## config.mk

```make
export PLATFORM = sky130hd
export DESIGN_NAME = mem_access_unit
export DESIGN_NICKNAME = d
export VERILOG_FILES = /design/src/rtl/mem_access_unit.sv
export SDC_FILE = /design/constraint.sdc
export NUM_CORES = 1
export LEC_CHECK = 0
export CAP_MARGIN = 10
export CORE_AREA = 4 4 297 182
export CTS_CLUSTER_SIZE = 10
export DETAILED_ROUTE_END_ITERATION = 8
export DIE_AREA = 0 0 301 186
export PLACE_DENSITY = 0.59
export REMOVE_ABC_BUFFERS = 1
export SKIP_CTS_REPAIR_TIMING = 1
export SLEW_MARGIN = 20
export SYNTH_ARGS = -nofsm -noshare
export SYNTH_HDL_FRONTEND = slang
export SYNTH_SLANG_ARGS = --single-unit
```

## constraint.sdc

```tcl
create_clock -name clk -period 7.11 [get_ports clk]
set_clock_uncertainty 0.15 [all_clocks]
set_input_delay 1.7775 -clock clk [delete_from_list [all_inputs] [get_ports clk]]
set_output_delay 1.7775 -clock clk [all_outputs]
set_load 0.02 [all_outputs]
```

## src/rtl/mem_access_unit.sv

```systemverilog
// mem_access_unit
//   Sequential load/store unit for the MEM stage. It accepts one decoded
//   load or store at a time and drives a single-outstanding valid/ready data
//   bus with bus-aligned addresses, byte strobes and lane-shifted write data.
//   Load data is extracted from one or two captured beats and then sign- or
//   zero-extended. Exactly one response is returned per request. An access
//   that crosses a bus word is either split into two beats or, when
//   ALLOW_MISALIGN=0, any naturally misaligned access is rejected with
//   resp_err and generates no bus traffic.
//
// Ports
//   clk, rst                   rising-edge clock, asynchronous active-low reset
//   req_valid/req_ready        request handshake (ready only when idle)
//   load_info[6:0]             one-hot lb,lh,lw,ld,lbu,lhu,lwu (bit 0..6)
//   save_info[3:0]             one-hot sb,sh,sw,sd (bit 0..3)
//   req_addr, req_wdata        byte address, right-aligned store data
//   resp_valid/resp_ready      response handshake; data held until consumed
//   resp_data, resp_err        extended load result / misalignment error
//   bus_valid/bus_ready        bus request handshake
//   bus_addr, bus_we           aligned beat address, write enable
//   bus_wstrb, bus_wdata       byte enables and lane-shifted store data
//   bus_rvalid, bus_rdata      beat completion and read data
module mem_access_unit #(
  parameter int XLEN           = 64,
  parameter int BUS_BYTES      = 8,
  parameter int ALLOW_MISALIGN = 1
) (
  input  logic                   clk,
  input  logic                   rst,
  input  logic                   req_valid,
  output logic                   req_ready,
  input  logic [6:0]             load_info,
  input  logic [3:0]             save_info,
  input  logic [XLEN-1:0]        req_addr,
  input  logic [XLEN-1:0]        req_wdata,
  output logic                   resp_valid,
  input  logic                   resp_ready,
  output logic [XLEN-1:0]        resp_data,
  output logic                   resp_err,
  output logic                   bus_valid,
  input  logic                   bus_ready,
  output logic [XLEN-1:0]        bus_addr,
  output logic                   bus_we,
  output logic [BUS_BYTES-1:0]   bus_wstrb,
  output logic [8*BUS_BYTES-1:0] bus_wdata,
  input  logic                   bus_rvalid,
  input  logic [8*BUS_BYTES-1:0] bus_rdata
);

  localparam int BW   = 8 * BUS_BYTES;   // bus data width
  localparam int DW   = 2 * BW;          // two-beat data window
  localparam int MW   = 2 * BUS_BYTES;   // two-beat strobe window
  localparam int OFFW = $clog2(BUS_BYTES);
  localparam int SW   = OFFW + 2;        // holds off+size without overflow
  localparam int NB   = XLEN / 8;

  localparam int LD_LB = 0, LD_LH = 1, LD_LW = 2, LD_LBU = 4, LD_LHU = 5, LD_LWU = 6;
  localparam int ST_SB = 0, ST_SH = 1, ST_SW = 2;

  typedef enum logic [2:0] {IDLE, ISSUE0, WAIT0, ISSUE1, WAIT1, RESP} state_t;

  state_t state_reg, state_next;

  logic            op_load_reg, op_store_reg, sign_reg, split_reg, err_reg;
  logic [3:0]      size_reg;
  logic [XLEN-1:0] addr_reg, wdata_reg;
  logic [BW-1:0]   beat0_reg, beat1_reg;

  // Request decode (load wins if both one-hots are set)
  logic            is_load, is_store, is_access, req_sign, req_split, misalign_err;
  logic [3:0]      req_size;

  always_comb begin
    is_load   = |load_info;
    is_store  = !is_load && (|save_info);
    is_access = is_load || is_store;
    req_size  = 4'd0;
    req_sign  = 1'b0;
    if (is_load) begin
      req_sign = load_info[LD_LB] | load_info[LD_LH] | load_info[LD_LW];
      if (load_info[LD_LB] | load_info[LD_LBU])      req_size = 4'd1;
      else if (load_info[LD_LH] | load_info[LD_LHU]) req_size = 4'd2;
      else if (load_info[LD_LW] | load_info[LD_LWU]) req_size = 4'd4;
      else                                           req_size = 4'd8;
    end else if (is_store) begin
      if (save_info[ST_SB])      req_size = 4'd1;
      else if (save_info[ST_SH]) req_size = 4'd2;
      else if (save_info[ST_SW]) req_size = 4'd4;
      else                       req_size = 4'd8;
    end
    req_split    = (SW'(req_addr[OFFW-1:0]) + SW'(req_size)) > SW'(BUS_BYTES);
    // size is a power of two, so addr mod size is addr & (size-1)
    misalign_err = (ALLOW_MISALIGN == 0) && is_access &&
                   ((req_addr[2:0] & 3'(req_size - 4'd1)) != 3'd0);
  end

  // Beat shaping from the registered request
  logic [OFFW-1:0] off;
  logic [XLEN-1:0] aligned_addr;
  logic [MW-1:0]   size_mask, mask_wide;
  logic [DW-1:0]   data_wide;

  assign off          = addr_reg[OFFW-1:0];
  assign aligned_addr = {addr_reg[XLEN-1:OFFW], {OFFW{1'b0}}};
  // For MW=8 the 1<<8 wraps to 0 and the subtraction still yields 0xFF.
  assign size_mask    = (MW'(1) << size_reg) - MW'(1);
  assign mask_wide    = size_mask << off;
  assign data_wide    = DW'(wdata_reg) << {off, 3'b000};

  // Load extraction: shift the two-beat window down, then extend per byte lane
  logic [XLEN-1:0] load_raw, load_val;
  logic            msb, sign_bit;

  assign load_raw = XLEN'({beat1_reg, beat0_reg} >> {off, 3'b000});

  always_comb begin
    case (size_reg)
      4'd1:    msb = load_raw[7];
      4'd2:    msb = load_raw[15];
      4'd4:    msb = load_raw[31];
      default: msb = load_raw[XLEN-1];
    endcase
    sign_bit = sign_reg & msb;
  end

  for (genvar gi = 0; gi < NB; gi++) begin : g_lane
    assign load_val[8*gi +: 8] = (4'(gi) < size_reg) ? load_raw[8*gi +: 8] : {8{sign_bit}};
  end

  // State register
  always_ff @(posedge clk or negedge rst) begin
    if (!rst) state_reg <= IDLE;
    else      state_reg <= state_next;
  end

  // Next state and outputs
  always_comb begin
    state_next = state_reg;
    req_ready  = 1'b0;
    resp_valid = 1'b0;
    resp_err   = 1'b0;
    resp_data  = '0;
    bus_valid  = 1'b0;
    bus_addr   = '0;
    bus_we     = 1'b0;
    bus_wstrb  = '0;
    bus_wdata  = '0;
    case (state_reg)
      IDLE: begin
        req_ready = 1'b1;
        if (req_valid) state_next = (!is_access || misalign_err) ? RESP : ISSUE0;
      end
      ISSUE0: begin
        bus_valid = 1'b1;
        bus_addr  = aligned_addr;
        bus_we    = op_store_reg;
        bus_wstrb = mask_wide[BUS_BYTES-1:0];
        bus_wdata = data_wide[BW-1:0];
        if (bus_ready) state_next = WAIT0;
      end
      WAIT0: if (bus_rvalid) state_next = split_reg ? ISSUE1 : RESP;
      ISSUE1: begin
        bus_valid = 1'b1;
        bus_addr  = aligned_addr + XLEN'(BUS_BYTES);
        bus_we    = op_store_reg;
        bus_wstrb = mask_wide[MW-1:BUS_BYTES];
        bus_wdata = data_wide[DW-1:BW];
        if (bus_ready) state_next = WAIT1;
      end
      WAIT1: if (bus_rvalid) state_next = RESP;
      RESP: begin
        resp_valid = 1'b1;
        resp_err   = err_reg;
        if (op_load_reg && !err_reg) resp_data = load_val;
        if (resp_ready) state_next = IDLE;
      end
      default: state_next = IDLE;
    endcase
  end

  // Request capture and beat buffer
  always_ff @(posedge clk or negedge rst) begin
    if (!rst) begin
      op_load_reg  <= 1'b0;
      op_store_reg <= 1'b0;
      sign_reg     <= 1'b0;
      split_reg    <= 1'b0;
      err_reg      <= 1'b0;
      size_reg     <= '0;
      addr_reg     <= '0;
      wdata_reg    <= '0;
      beat0_reg    <= '0;
      beat1_reg    <= '0;
    end else begin
      if (state_reg == IDLE && req_valid) begin
        op_load_reg  <= is_load;
        op_store_reg <= is_store;
        sign_reg     <= req_sign;
        split_reg    <= req_split;
        err_reg      <= misalign_err;
        size_reg     <= req_size;
        addr_reg     <= req_addr;
        wdata_reg    <= req_wdata;
      end
      if (state_reg == WAIT0 && bus_rvalid) beat0_reg <= bus_rdata;
      if (state_reg == WAIT1 && bus_rvalid) beat1_reg <= bus_rdata;
    end
  end

  // A request must not be both a load and a store
  a_one_op: assert property (@(posedge clk) disable iff (!rst)
    (req_valid && req_ready) |-> !((|load_info) && (|save_info)));

endmodule

```

== Word-level counts from Yosys, hierarchy flattened ==
Cells that the tools add are included.
Storage, ports and cells
  output and inout port bits: 205
  logic and storage cells: 93
  bits of input ports: 209
  flip-flop bits (word level): 267
Operators by class
  reduce and logical (&&, ||, !) cells: 11
  multiplexer cells: 36
  add/subtract/negate cells: 3
  eq/ne operators: 14
  bitwise operators: 6
  magnitude comparators: 9
  shifts and indexed selects: 4
Operator list (number)
  64-bit case mux with 2 select lines: 2
  64-bit 2-to-1 mux: 2
  64-bit by 6-bit << shifter with 128-bit output: 1
  128-bit by 6-bit right shift with 64-bit output: 1
  64-bit by 4-bit adder with 64-bit output, second input constant: 1
  8-bit 2-to-1 mux: 8
  4-bit 2-to-1 mux: 8
  3-bit 2-to-1 mux: 8
  3-bit case mux with 6 select lines: 1
  3-bit by 4-bit < comparator with 1-bit output, first input constant: 4
  8-bit case mux with 2 select lines: 1
  1-bit by 4-bit << shifter with 16-bit output, first input constant: 1
  16-bit by 3-bit << shifter with 16-bit output: 1
  16-bit by 2-bit subtractor with 16-bit output, second input constant: 1
  2-bit != test, second input constant: 6
  1-bit by 4-bit < comparator with 1-bit output, first input constant: 2
  2-bit by 4-bit < comparator with 1-bit output, first input constant: 2
  7-bit OR reduction: 1
  3-bit by 2-bit equality test with 1-bit output, second input constant: 2
  3-bit equality test, second input constant: 2
  6-bit AND reduction: 1
  3-bit by 4-bit adder with 5-bit output: 1
  5-bit by 4-bit greater-than comparator with 1-bit output, second input constant: 1
  1-bit 2-to-1 mux: 5
  13 further kinds: 20

== Logic depth before layout (Yosys ltp) ==
  depth in word-level cells: 7
  gate-level depth with buffers: 12
  gate-level depth less buffers: 10

== Worst setup path after synthesis ==
No wires, ideal clock.
  path kind: register to output
  start point: reg size_reg[3]
  end point: out bus_wstrb[7]
  path buffers: 2
  path slack: 2183 ps
  data arrival time: 2999 ps
  cell stages (with the launch flop): 12
  data required time: 5182 ps
  path through: dfrtp_1 clkbuf_1 nor4_1 inv_1 ha_1 buf_2 or2_2 o22a_1 o22ai_1 nor2_1 or3_1 o22ai_1
Between the ends
  longest elaborated chain between the ends: 4
Ends and longest elaborated chain
  start, declared: RTL line 65  | logic [3:0] size_reg;
  start signal, assigned: RTL line 201  | size_reg <= req_size;
  1-bit by 4-bit << shifter with 16-bit output: RTL line 106  | assign size_mask = (MW'(1) << size_reg) - MW'(1);
  16-bit by 2-bit subtractor with 16-bit output: RTL line 106
  16-bit by 3-bit << shifter with 16-bit output: RTL line 107  | assign mask_wide = size_mask << off;
  8-bit case mux with 2 select lines: RTL line 148  | case (state_reg)
  end, declared: RTL line 44  | output logic [BUS_BYTES-1:0] bus_wstrb,
Every way passes these cells.

== Final worst setup path ==
  start point: reg size_reg[2]
  end point: out bus_wstrb[7]
Same word-level chain as after synthesis.

==> summary.txt <==
Detailed routing
  – Met3 WL post-DR: 5300 um
  – DRC: 0
  – Met1 Wirelength: 30,500 um
  – WL final: 67,600 um
  – DRT antenna net count: 0
  – Routed WL per cell: about 22 um
  – Top Metal Used: met5
  – Vias per cell: ~5.5
  – Met2 WL: around 30,000 um
  – Initial DRT Pass Iterations: 6
  – 1st-iter DRT viols: 1,507
  – DR vias: approximately 17,000

Critical path
  – Setup crit end kind: primary output
  – Crit-path max FO: 23
  – Worst EP required: 5180 ps
  – Worst setup SP type: flip-flop
  – R2r setup slk: 4190 ps
  – WS Path Type: reg2out
  – Most frequent CP cell: nor2_1
  – CP max stage delay: 800 ps
  – Worst-path cell chain: nor2_1 > nand3b_1 > ha_1 > or3b_2 > nor3b_1 > a221o_1 > nor2_1 > or3_1 > o22ai_1 > clkdlybuf4s50_1
  – CP arrival: 4690 ps
  – Crit. Startpoint: size_reg[2]
  – Worst R2R Start: state_reg[1]
  – Worst path slowest cell: dfrtp_1

Clock tree
  – Clock Tree Buf Depth: 3
  – CTS H-Tree Depth: 1
  – Clock sinks: around 260
  – TritonCTS Buffers: 31
  – Root buf cell: clkbuf_16
  – Clock Latency Late Sink: 590 ps
  – TritonCTS clock tree: yes
  – Clk slew on worst S/H paths: 60 ps

Floorplanning
  – Initial Util: 35.9%
  – Num rows: 64
  – Die height: 186 um
  – Die width: 301 um
  – Core footprint: 50,900 um2
  – IO Pins: just over 400
  – Die ar.: between 50,000 and 60,000 um2

Synthesis
  – Post-Synth Adder-Cell Area: 0.451%
  – Sequential cell area fraction in the yosys report: 35.4%
  – Synth Cell Area: ~18,000 um2
  – Avg Inst Size Synth: 8.83 um2
  – Mux contribution to synthesized area: 26.7%
  – Dominant cells by area after synthesis: dfrtp_1, nand2_1, mux2_2
  – #FFs+latches synth: between 200 and 300
  – Synth cell types: 64
  – Most common flop cell mapped by yosys: dfrtp_1
  – Post-synthesis compound-gate area fraction: between 10% and 20%
  – Most numerous cell in the Yosys netlist: nand2_1
  – Largest family of logic cells by synthesized area: multiplexers
  – Post-Synthesis Cells: around 2,100
  – Top-area cell type share of the netlist area: 35.4%
  – Yosys top cell by area: dfrtp_1
  – Syn. warnings: 0
  – Async S/R FF share, synth: 100%
  – EDFF count, synth: 0
  – Top cells by count, synth: nand2_1, dfrtp_1, mux2i_1
  – Xor/xnor share of the synthesized area: 2.44%
  – Simple logic cell fraction of the synthesized area: 20.3%

Global route
  – Initial antenna violation count: 8
  – GRT Overall Usage: 23.3%
  – Gr ovfl total: 0
  – First-pass GRT wire length: between 100,000 and 150,000 um
  – Maximum number of pins on one net before global-route repair: approximately 110
  – Vias in the first global route: 16,900

Outcome
  – Status: finished clean

Cells and area
  – P&R area growth vs syn: 29.9%
  – Fraction of layout cells with a size suffix above 1: ~13%
  – Multi-input gate area: about 11,000 um2
  – Nets: about 2,600
  – Fillers: 4,962
  – Sequential Area: 6490 um2

Power and ir drop
  – Leakage: 9.81 nW
  – Worst vdd ir: 219 uV
  – Total Power: ~11 mW
  – Power per cell area: between 400 and 500 nW/um2

STA
  – Total negative slack: 0 ps
  – Max Slew Vio Count: 0
  – WHS: 356 ps
  – Fin. Hold Viols: 0
  – Slew @ Worst Pin: 1200 ps
  – Finish-stage setup viols: 0
  – Tcrit/Tclk final: approximately 93%
  – Unrepaired setup endpoints after global routing: false
  – Post-layout min period: 6620 ps
  – Max_slew headroom: about a fifth
  – Fmax: 151 MHz

Hold path
  – Hold Startpoint: split_reg
  – Hold Crit Class: reg2reg

Job
  – Max_cap viols: 0

Place
  – Final HPWL DP: 48,300 um
  – # port buffers: 409
  – Gpl congestion: 0.914
==> cells in the final DEF (no fill, tap or decap), types with 9 or more instances in the layout <==
cell             synthesis  layout
inv_1                   22      22
o22ai_1                 15      15
mux4_2                  56      56
and2_1                  10       9
buf_4                    6      30
nand3b_1                10      10
or3_1                   12      12
nor2b_1                 14      14
xnor2_1                 28      28
o21ai_0                133     133
mux2_2                 164     164
a21oi_1                 58      58
nand2_1                564     563
a211oi_1                16      16
nand2b_1                11      10
a22oi_1                 28      28
nand3_1                 24      24
nor2_1                 117     116
dfrtp_1                259     256
nand4_1                 24      24
clkbuf_16                0      31
nor3_1                  29      28
clkdlybuf4s50_1          0     408
xor2_1                  23      23
mux2i_1                178     178
and3_1                  13      13
==> worst max-delay path, delay by kind of cell, from the launching register on <==
| family | cells | cell delay (ps) |
|---|---|---|
| compound gates | 2 | 440 |
| fa+ha+maj | 1 | 600 |
| buf+inv | 1 | 670 |
| flops | 1 | 800 |
| simple gates | 6 | 1590 |
==> layout make-up <==
class / count / area share, %
Tap cell: 693 / 3.65
Antenna cell: 6 / 0.0631
Clock inverter: 3 / 0.137
Clock buffer: 41 / 3.55
Timing Repair Buffer: 442 / 18.4
Sequential cell: 259 / 27.3
Multi-Input combinational cell: 1637 / 46.6
Inverter: 22 / 0.347
==> cells by family (layout without fill, tap and decap cells) <==
family	Yosys count	count (layout)
adder cells (fa/ha/maj)	6	6
multiplexers	398	398
AND/OR/NAND/NOR	865	865
AO/OA/AOI/OAI	313	313
flip-flops	259	259
XOR/XNOR	51	51
buffers and inverters	180	508
other	1	10
==> per-layer routing <==
layer	vias to the layer above	track usage [%]
li1	7954	-
met1	8452	33.6
met2	677	35.5
met3	107	4.95
met4	4	6.41
met5	-	0
==> path summary, 6_finish.rpt <==
check | to | depth (start not counted)
worst max-delay path | bus_wstrb[7] | 10
worst min-delay path | split_reg | 2
worst max register to register | addr_reg[52] | 5
worst min register to register | split_reg | 2
max in group asynchronous | beat1_reg[37] | 2
min in group asynchronous | beat0_reg[5] | 1
==> metrics by stage <==
step	area (um2)	std cells	utilization (%)	setup slack, ps
detailed placement	22900	3053	44.9	1160
global route	23800	3102	46.7	203
CTS	23800	3097	46.7	526
finish	23800	3103	46.7	489
floorplan	17600	1918	-	-2370
global placement	22900	3053	44.9	1110
==> power breakdown <==
part | total, mW | internal, mW | switching [mW]
clock | 1.46 | 0.817 | 0.639
sequential | 3.08 | 2.18 | 0.899
combinational | 6.18 | 2.86 | 3.32
(Power assumes the default switching activity.)
